`src/rtl/multiplexor_n_canales.sv`:
```
// multiplexor_n_canales: N-channel registered stream mux, fixed-select or round-robin arbitration.
// Defining MUX_CONTADOR_EN adds a wrapping 16-bit transfer counter on Transferencias.
module multiplexor_n_canales #(
    parameter int DB = 16,
    parameter int N = 4,
    localparam int SW = (N > 1) ? $clog2(N) : 1
) (
    input  logic            Clk,
    input  logic            Reset_n,
    input  logic [N*DB-1:0] Datos,
    input  logic [N-1:0]    Validos,
    output logic [N-1:0]    Listos,
    input  logic [SW-1:0]   Sel,
    input  logic            Modo,
    output logic [DB-1:0]   Salida,
    output logic            SalidaValida,
    input  logic            SalidaLista,
    output logic [SW-1:0]   CanalSalida
`ifdef MUX_CONTADOR_EN
    ,
    output logic [15:0]     Transferencias
`endif
);
    logic [DB-1:0] canal [N];
    logic carga, hayGrant, transfer;
    logic [SW-1:0] grant, ultimo, cand;
    for (genvar i = 0; i < N; i++) begin : g_canal
        assign canal[i] = Datos[i*DB +: DB];
    end
    // Round-robin search starts just after the last granted channel
    always_comb begin
        carga = !SalidaValida || SalidaLista;
        grant = Sel;
        hayGrant = int'(Sel) < N;
        cand = '0;
        if (Modo) begin
            grant = '0;
            hayGrant = 1'b0;
            for (int k = 1; k <= N; k++) begin
                cand = SW'((int'(ultimo) + k) % N);
                if (!hayGrant && Validos[cand]) begin
                    grant = cand;
                    hayGrant = 1'b1;
                end
            end
        end
        Listos = (hayGrant && carga) ? N'(1) << grant : '0;
        transfer = |(Validos & Listos);
    end
    always_ff @(posedge Clk or negedge Reset_n) begin
        if (!Reset_n) begin
            Salida <= '0;
            SalidaValida <= 1'b0;
            CanalSalida <= '0;
            ultimo <= SW'(N - 1);
        end else if (transfer) begin
            Salida <= canal[grant];
            CanalSalida <= grant;
            SalidaValida <= 1'b1;
            ultimo <= Modo ? grant : ultimo;
        end else if (SalidaLista) begin
            SalidaValida <= 1'b0;
        end
    end
`ifdef MUX_CONTADOR_EN
    always_ff @(posedge Clk or negedge Reset_n) begin
        if (!Reset_n) Transferencias <= '0;
        else if (transfer) Transferencias <= Transferencias + 16'd1;
    end
`endif
endmodule

```
`config.mk`:
```
export PLATFORM = sky130hd
export DESIGN_NAME = multiplexor_n_canales
export DESIGN_NICKNAME = d
export VERILOG_FILES = /design/src/rtl/multiplexor_n_canales.sv
export SDC_FILE = /design/constraint.sdc
export NUM_CORES = 1
export LEC_CHECK = 0
export BUFFER_PORTS_ARGS = -buffer_cell sky130_fd_sc_hd__buf_2
export CORE_UTILIZATION = 39
export CTS_BUF_LIST = sky130_fd_sc_hd__clkbuf_16
export CTS_CLUSTER_SIZE = 20
export DETAILED_ROUTE_END_ITERATION = 8
export PLACE_DENSITY_LB_ADDON = 0.08
export SLEW_MARGIN = 20
export SYNTH_ARGS = -nofsm -noshare
export SYNTH_HDL_FRONTEND = slang
export SYNTH_SLANG_ARGS = --single-unit
```
`constraint.sdc`:
```
create_clock -name Clk -period 2 [get_ports Clk]
set_input_delay 0.1 -clock Clk [delete_from_list [all_inputs] [get_ports Clk]]
set_output_delay 0.1 -clock Clk [all_outputs]
set_load 0.005 [all_outputs]
```
==> reports/results.ini, run 1 <==
[route]
drt_iter0_markers = 49
wl_per_cell_um = 12.3
totalWireLength_um = 3880
first_pass_iters = 4
drc = 0
vias = 1550
via_per_inst = 4.92
antenna_left = 0

[final_layout]
final_common_cell = buf_2
n_fill_cell = 335
final_cell_area_um2 = 2450
n_antenna_cell = 0
utilization_pct = 64.6
area_growth_pct = 53.8
final_cell_count_no_fill = 315
layout-drive-gt1-share_pct = 56.6
ff_latch_area_um2 = 528
multi_input_area_um2 = 1050
layout_common_cells = buf_2 (96), nor2b_1 (20), dfrtp_1 (19), mux2i_1 (18), a21oi_1 (17)
fin_nets = 342

[timing]
slew_violations = 0
setup_viol = 21
rsz0062_at_grt = true
fin_crit_ns = 2.19
whs_ns = 0.194
setup_tns_ns = -2.97
finalClockSkew_ns = 0.00306
max-slew-margin-rel_pct = 68.2
timing.fmax_mhz = 457
fin_ws_ns = -0.190
period_share_pct = 109
finalHoldViolCount = 0
tightest_slew_ns = 0.477

[pwr]
power_mw = 2.77
ir_worst_vdd_mv = 0.609
power.leakage_nw = 1.24
p_per_area_nw_per_um2 = 1130

[floorplan]
dieArea_um2 = 4350
start_util_pct = 42.0
die_y_um = 66.0
boundaryPins = 97
std_cell_rows = 22
coreArea_um2 = 3800
dieWidth_um = 66.0

[clocking]
clockRootBuffer = clkbuf_16
cts_max_path_buffers = 2
clk_latency_ns = 0.25
cts_inserted_buffers = 3
clk_pin_slew_ns = 0.06
cts_tree = yes
h-tree-depth = 1
cts_num_sinks = 21

[run_status]
violations = setup timing
status = finished, violations left

[synthesis]
synth_cell_types = 31
yosysTopAreaCellShare_pct = 29.8
yosysSeqAreaShare_pct = 33.1
synth_area_leader_cell = dfrtp_1
syn_nets = 232
synth_area_um2 = 1600
yosys_warnings = 0
ys_ff_latch = 21
yosys-top-cells-area = dfrtp_1 (30%), mux2i_1 (11%), nor2b_1 (7.8%)
syn_avg_cell_area_um2 = 10.1
syn-instance-count = 158

[worst_setup_path]
r2r-end = Salida[0]
r2r_slack_ns = -0.19
worstReg2RegStart = ultimo[1]
startpoint_type = flip-flop
crit_buf_inv = 3
endpoint_kind = flip-flop
slowest_stage = dfstp_2
critPathMostFrequentCell = buf_6
ff2ff_path_depth = 9
cpLargestDelayFamily = multiplexers
cp_cell_sequence = buf_6 > a21o_1 > a31oi_4 > mux2i_4 > buf_6 > clkbuf_16 > mux2i_1 > a21oi_1 > mux2_4
max_stage_delay_ns = 0.58
crit_fanout = 7
crit_arrival_ns = 2.33
worstPathRequired_ns = 2.14
crit_type = reg -> reg

[global_route]
grt_pass1_vias = 1337
grt_pass1_wl_um = 5750
grt-ovfl-total = 0
grt_usage_pct = 17.1
grt_max_degree = 38
antenna_found_initial = 0

[place]
portBuffers = 96
placed_cell_area_um2 = 2180
place_hpwl_um = 2790
place_ws_ns = -0.229
gp_congestion = 0.841
dpl.cell_count = 303

[job]
drv_cap = 0

[min_path]
hold_start = SalidaLista
hp-class = in -> reg
hold_end = ultimo[1]
whs_path_depth = 3

## power breakdown
part | total [mW] | leakage (nW) | internal [mW] | switching (mW)
registers | 0.790 | 0.240 | 0.656 | 0.134
logic | 1.56 | 0.957 | 0.948 | 0.614
clock network | 0.417 | 0.0409 | 0.268 | 0.149
total | 2.77 | 1.24 | 1.87 | 0.897
## worst reg2reg max path, cell delays in order (launching register included)
cell and delay (ns):
dfstp_2 0.58, buf_6 0.11, a21o_1 0.14, a31oi_4 0.11
mux2i_4 0.28, buf_6 0.16, clkbuf_16 0.14, mux2i_1 0.19
a21oi_1 0.09, mux2_4 0.27
## logic make-up after synthesis
group | count (synthesis) | synth area share, %
compound gates | 50 | 20.7
buf+inv | 14 | 5.65
mux | 38 | 28.2
simple gates | 35 | 12.4
flops | 21 | 33.1
## layer usage
layer  vias to the layer above  global-route usage, %  part of all wire (%)
met5                         -                      0                     0
met4                         0                   3.99                  0.59
met3                         2                   4.14                   5.5
met2                        52                   29.5                    47
met1                       698                   21.4                    47
li1                        798                      -                     -
## worst max-delay path by stage
stage | cells after the start | slack (ns) | startpoint | to
global placement | 8 | -0.19 | ultimo[1] | Salida[6]
finish | 9 | -0.19 | ultimo[1] | Salida[0]
detailed placement | 8 | -0.23 | ultimo[1] | Salida[4]
CTS | 8 | -0.22 | ultimo[1] | Salida[1]
floorplan | 10 | -0.23 | ultimo[1] | Salida[10]
global route | 9 | -0.29 | ultimo[1] | Salida[5]
## layout make-up
cell class | count | area share [%]
Multi-Input combinational cell | 123 | 42.7
Timing Repair Buffer | 119 | 30.0
Tap cell | 48 | 2.45
Sequential cell | 21 | 21.5
Clock inverter | 1 | 0.204
Clock buffer | 3 | 3.06
## synthesized netlist by cell type
cell type and number:
o21ai_2 1, nand2_1 5, mux2_1 1, mux2i_1 18, a31oi_2 1, buf_2 6, o21a_1 2, mux2_4 8
nor2_1 4, a211oi_1 16, o21ai_0 4, mux2_2 9, nand3b_1 1, dfstp_2 2, o211ai_1 1, a21o_1 1
buf_6 2, mux2i_4 1, buf_4 1, mux2i_2 1, o22ai_1 3, buf_1 1, dfrtp_1 19, o41ai_1 1
nand2b_1 5, clkbuf_1 3, o22a_1 2, a21oi_1 17, nor2b_1 20, a211o_1 1, buf_8 1
## flip-flops by register name, summed over array words and instances, names as in the netlist
signal,count
CanalSalida,2
ultimo,2
SalidaValida,1
Salida,16
## what timing repair did
item | CTS | global route
resized for setup | 9 | 17
buffers inserted | 2 | 4
hold buffers | 1 | 0
setup endpoints to repair | 20 | 22
endpoints found under the hold margin | 19 | 0
cloned | 0 | 2
pin swaps | 0 | 2
No activity file was read; power rests on OpenSTA's default activity.
==> run 2, diff against run 1 <==
- CORE_ASPECT_RATIO: unset -> 0.75
==> run 2 against run 1 <==
Compared with the run above: the run still ends with setup timing left; total power grew 0.73%; core utilization fell by 0.54 points; via count up 1.7%; critical endpoint is now Salida[13]; worst hold slack better by 0.051 ns; critical path depth fell by 1; die area hardly changed; sequential cell count stayed put; critical path type unchanged; clock skew down 0.00092 ns; first-iteration DRC count fell by 33%; sequential share of layout area rose by 0.29 points; final cell count up 0.95%.
==> reports/results.ini, run 2 (synthesized netlist as in run 1, its figures left out) <==
[pwr]
p_per_area_nw_per_um2 = 1150  ; +2.1%
power_mw = 2.79  ; +0.73%
ir_worst_vdd_mv = 0.648  ; +6.4%
power.leakage_nw = 1.22  ; -1.5%

[final_layout]
top_register = Salida
final_common_cell = buf_2
final_cell_count_no_fill = 318  ; +0.95%
layout-drive-gt1-share_pct = 57.1  ; +0.59 points
reg.largest.list = Salida: 16 flops, CanalSalida: 2 flops, ultimo: 2 flops
n_antenna_cell = 0  ; unchanged
fin_nets = 341  ; -0.29%
area_growth_pct = 51.8
layout_common_cells = buf_2 (96), nor2b_1 (20), dfrtp_1 (19), a21oi_1 (17), mux2i_1 (17)
largest_reg_flops = 16  ; unchanged
final_cell_area_um2 = 2420  ; -1.3%

[timing]
period_share_pct = 113  ; +3.9 points
finalClockSkew_ns = 0.00215  ; -0.000915 ns
setup_viol = 22  ; +4.8%
rsz0062_at_grt = true
fin_ws_ns = -0.269  ; -0.0787 ns
tightest_slew_ns = 0.457  ; -0.0200 ns
timing.fmax_mhz = 441  ; -3.5%
finalHoldViolCount = 0  ; unchanged
fin_crit_ns = 2.27  ; +0.0787 ns
max-slew-margin-rel_pct = 69.5  ; +1.3 points
slew_violations = 0  ; unchanged

[floorplan]
boundaryPins = 97  ; unchanged
std_cell_rows = 19  ; -14%
coreArea_um2 = 3780  ; -0.49%
dieWidth_um = 75.9  ; +15%
start_util_pct = 42.2  ; +0.21 points
die_y_um = 57.4  ; -13%
dieArea_um2 = 4350  ; about the same

[min_path]
hp-class = in -> reg
whs_path_depth = 3  ; unchanged

[clocking]
clk_pin_slew_ns = 0.05  ; about the same
cts_max_path_buffers = 2  ; unchanged
cts_inserted_buffers = 3  ; unchanged
cts_tree = yes
clk_latency_ns = 0.25  ; about the same
h-tree-depth = 1  ; unchanged
clockRootBuffer = clkbuf_16
cts_num_sinks = 21  ; unchanged

[worst_setup_path]
worstPathRequired_ns = 2.14  ; about the same
ff2ff_path_depth = 8  ; -1
crit_fanout = 4  ; -3
endpoint_kind = flip-flop
crit_arrival_ns = 2.40  ; +0.07 ns
crit_type = reg -> reg
startpoint_type = flip-flop
slowest_stage = dfstp_2
max_stage_delay_ns = 0.57  ; about the same
cp_cell_sequence = mux2i_1 > o22a_1 > o21ai_2 > mux2i_4 > mux2i_2 > o21a_4 > buf_4 > mux2_4

[global_route]
grt-ovfl-total = 0  ; unchanged
grt_max_degree = 38  ; unchanged
grt_usage_pct = 20.3  ; +3.2 points
grt_pass1_wl_um = 6440  ; +12%
grt_pass1_vias = 1327  ; -0.75%
antenna_found_initial = 0  ; unchanged

[route]
wl_per_cell_um = 13.4  ; +9.0%
totalWireLength_um = 4270  ; +10%
vias = 1577  ; +1.7%
via_per_inst = 4.96  ; +0.78%
drt_iter0_markers = 33  ; -33%
drc = 0  ; unchanged
antenna_left = 0  ; unchanged
first_pass_iters = 4  ; unchanged

[run_status]
status = finished, violations left
violations = setup timing

[place]
placed_cell_area_um2 = 2150  ; -1.4%
gp_congestion = 0.822  ; -2.3%
portBuffers = 96  ; unchanged
place_hpwl_um = 3080  ; +10%
dpl.cell_count = 304  ; +0.33%

[job]
drv_cap = 0  ; unchanged

-- run 2: cell count changes in the layout (fill, tap and decap cells not counted), moves of 2 or more --
cell     before  now
buf_6         7    9
o21ai_2       1    3
buf_12        3    0
o21ai_0       4    2
-- run 2: path summary, 6_finish.rpt --
kind                            startpoint         end  slack, ns
max in group asynchronous          Reset_n   ultimo[0]       1.31
worst max register to register   ultimo[1]  Salida[13]      -0.27
min in group asynchronous          Reset_n   Salida[9]       0.34
worst min-delay path                  Modo   ultimo[1]       0.25
worst min register to register  Salida[11]  Salida[11]       0.51
worst max-delay path             ultimo[1]  Salida[13]      -0.27
-- run 2: final cells by class --
type / instances / area, um^2
well taps: 52 / 65.1
clock buffers: 3 / 75.1
multi-input cells: 123 / 1070
clock inverters: 1 / 3.75
flip-flops and latches: 21 / 528
repair buffers: 118 / 682
fillers: 309 / 1360
-- run 2: critical path, delay by kind of cell, from the launching register on --
kind	cells	cell delay, ns
compound gates	3	0.45
buf+inv	1	0.15
flops	1	0.57
mux	4	0.98
-- run 2: stage by stage --
step           TNS [ns]  utilization [%]  setup WS (ns)  hold slack, ns
2_1_floorplan     -2.74                -         -0.227          -0.196
3_3_place_gp      -2.87             56.9         -0.207          0.0774
3_5_place_dp      -3.50             56.9         -0.244          0.0795
4_1_cts           -3.06             63.2         -0.171           0.187
5_1_grt           -5.90             64.1         -0.320           0.271
6_report          -4.69             64.1         -0.269           0.245
-- run 2: power by group --
part / internal, mW / total, mW / switching, mW
registers: 0.657 / 0.799 / 0.143
clock network: 0.266 / 0.409 / 0.143
logic: 0.923 / 1.58 / 0.658
-- run 2: timing repair --
| item | 4_1_cts | 5_1_grt |
|---|---|---|
| endpoints found under the hold margin | 19 | 0 |
| gates resized for setup | 23 | 9 |
| pin swaps | 7 | 2 |
| endpoints found under the setup margin | 21 | 23 |
| hold buffers | 1 | 0 |
| cloned | 2 | 0 |
| setup buffers | 7 | 2 |
-- run 2: metal layers --
layer  vias up  track usage (%)  routed length, um
met4         0             6.88                 45
met5         -                0                  0
met3         4             6.01                345
li1        798                -                  -
met1       719             29.6               2070
met2        56             28.4               1820
==> run 3, diff against run 2 <==
- CORE_UTILIZATION: 39 -> 28
- CTS_BUF_LIST: sky130_fd_sc_hd__clkbuf_16 -> unset
==> run 3 against run 2 <==
Compared with the run above: the run still ends with setup timing left; via count is 1.3% lower; core utilization is 18 points lower; worst hold slack worse by 0.0099 ns; clock skew is 0.0014 ns higher; sequential share of layout area is 0.73 points lower; wire length is 12% higher; non-clock buffer count is 1 higher; global-route usage is 7.2 points lower; critical path depth stayed put; register-to-register slack better by 0.03 ns.
==> reports/results.ini, run 3 (synthesized netlist as in run 1, its figures left out) <==
[global_route]
grt_pass1_vias = 1281  ; -3.5%
grt-ovfl-total = 0  ; unchanged
antenna_found_initial = 0  ; unchanged
grt_usage_pct = 13.1  ; -7.2 points
grt_pass1_wl_um = 5980  ; -7.2%
grt_max_degree = 38  ; unchanged

[route]
wl_per_cell_um = 13.9  ; +3.7%
via_per_inst = 4.55  ; -8.2%
drc = 0  ; unchanged
vias = 1557  ; -1.3%
totalWireLength_um = 4770  ; +12%
drt_iter0_markers = 20  ; -39%
first_pass_iters = 4  ; unchanged
antenna_left = 0  ; unchanged

[worst_setup_path]
crit_fanout = 8  ; +4
crit_path_start = ultimo[1]
cpLargestDelayFamily = multiplexers
ff2ff_path_depth = 8  ; unchanged
max_stage_delay_ns = 0.57  ; about the same
worstReg2RegStart = ultimo[1]
crit_type = reg -> reg
r2r-end = Salida[15]
cp_cell_sequence = mux2i_1 > o22a_1 > o21ai_2 > mux2i_4 > mux2i_2 > o21a_4 > buf_6 > mux2_4
crit_buf_inv = 1  ; unchanged
cp.depth = 8  ; unchanged
crit_arrival_ns = 2.38  ; -0.02 ns
r2r_slack_ns = -0.24  ; +0.03 ns
endpoint_kind = flip-flop
worstPathRequired_ns = 2.14  ; about the same
startpoint_type = flip-flop
crit_end = Salida[15]
slowest_stage = dfstp_2

[timing]
max-slew-margin-rel_pct = 67.5  ; -2.0 points
finalClockSkew_ns = 0.00358  ; +0.00143 ns
slew_violations = 0  ; unchanged
setup_tns_ns = -3.69  ; +0.997 ns
rsz0062_at_grt = true
period_share_pct = 112  ; -1.6 points
tightest_slew_ns = 0.487  ; +0.0299 ns
whs_ns = 0.235  ; -0.00987 ns
finalHoldViolCount = 0  ; unchanged
fin_crit_ns = 2.24  ; -0.0315 ns
timing.fmax_mhz = 447  ; +1.4%
fin_ws_ns = -0.237  ; +0.0315 ns
setup_viol = 21  ; -4.5%

[run_status]
status = finished, violations left
violations = setup timing

[min_path]
hold_start = Datos[18]
whs_path_depth = 4  ; +1
hp-class = in -> reg

[clocking]
clk_pin_slew_ns = 0.07  ; +0.02 ns
cts_max_path_buffers = 2  ; unchanged
clk_latency_ns = 0.25  ; about the same
cts_inserted_buffers = 3  ; unchanged
cts_tree = yes
clockRootBuffer = clkbuf_8
cts_num_sinks = 21  ; unchanged
h-tree-depth = 1  ; unchanged

[final_layout]
final_common_cell = buf_2
top_register = Salida
utilization_pct = 46.3  ; -18 points
largest_reg_flops = 16  ; unchanged
area_growth_pct = 57.0
ff_latch_area_um2 = 528  ; unchanged
n_fill_cell = 546  ; +77%
multi_input_area_um2 = 1050  ; -2.0%
fin_nets = 342  ; +0.29%
n_antenna_cell = 0  ; unchanged
final_cell_area_um2 = 2500  ; +3.5%
layout-drive-gt1-share_pct = 56.9  ; -0.21 points
reg.largest.list = Salida: 16 flops, CanalSalida: 2 flops, ultimo: 2 flops
layout_common_cells = buf_2 (96), nor2b_1 (20), dfrtp_1 (19), a21oi_1 (17), mux2i_1 (17)

[pwr]
power.leakage_nw = 1.21  ; -0.60%
p_per_area_nw_per_um2 = 1070  ; -6.9%
ir_worst_vdd_mv = 0.324  ; -50%

[place]
gp_congestion = 0.756  ; -8.0%
placed_cell_area_um2 = 2200  ; +2.3%
place_hpwl_um = 3150  ; +2.4%
portBuffers = 96  ; unchanged

[floorplan]
coreArea_um2 = 5410  ; +43%
start_util_pct = 29.5  ; -13 points
dieWidth_um = 89.2  ; +18%
die_y_um = 67.4  ; +17%
boundaryPins = 97  ; unchanged
dieArea_um2 = 6010  ; +38%
std_cell_rows = 23  ; +4

[job]
drv_cap = 0  ; unchanged

[run 3: cell count changes in the layout (fill, tap and decap cells not counted), sizes merged]
cell / change
clkbuf: +4
inv: -1
buf: -2
[run 3: layout make-up]
class,count,share of cell area [%]
well taps,75,3.75
clock buffers,4,1.80
flip-flops and latches,21,21.1
repair buffers,119,31.6
multi-input cells,123,41.8
[run 3: how the worst min path moves through the flow]
stage / end / slack (ns)
global placement: SalidaValida / 0.09
global route: ultimo[1] / 0.25
floorplan: CanalSalida[0] / -0.20
finish: Salida[2] / 0.24
CTS: SalidaValida / 0.20
detailed placement: Salida[11] / 0.1
[run 3: routing by layer]
metal | share of wire [%] | up-vias | GRT usage, %
met1 | 48 | 694 | 18.3
met3 | 6.5 | 2 | 4.40
li1 | - | 803 | -
met5 | 0 | - | 0
met4 | 0.40 | 0 | 1.79
met2 | 45 | 58 | 20.1
[run 3: tightest hold or removal path, cell delays in order]
cell      delay, ns
buf_2          0.08
a211oi_2       0.05
a21oi_1        0.10
mux2_1         0.12
[run 3: timing repair]
action	4_1_cts	5_1_grt
hold endpoints to repair	19	0
hold buffers	1	0
endpoints found under the setup margin	22	22
resized for setup	5	18
gates cloned	0	4
pin swaps	2	3
setup buffers	1	4
[run 3: power by group]
part / total, mW / leakage (nW) / switching [mW] / internal, mW
logic: 1.64 / 0.949 / 0.681 / 0.957
clock network: 0.272 / 0.0228 / 0.131 / 0.142
registers: 0.776 / 0.240 / 0.122 / 0.654
total: 2.69 / 1.21 / 0.933 / 1.75
[run 3: through the flow]
| stage | setup WS (ns) | total power [mW] | std cells |
|---|---|---|---|
| floorplan | -0.227 | 1.63 | 158 |
| global placement | -0.203 | 2.11 | 328 |
| detailed placement | -0.245 | 2.11 | 328 |
| CTS | -0.239 | 2.44 | 334 |
| global route | -0.324 | 2.88 | 342 |
| finish | -0.237 | 2.69 | 342 |
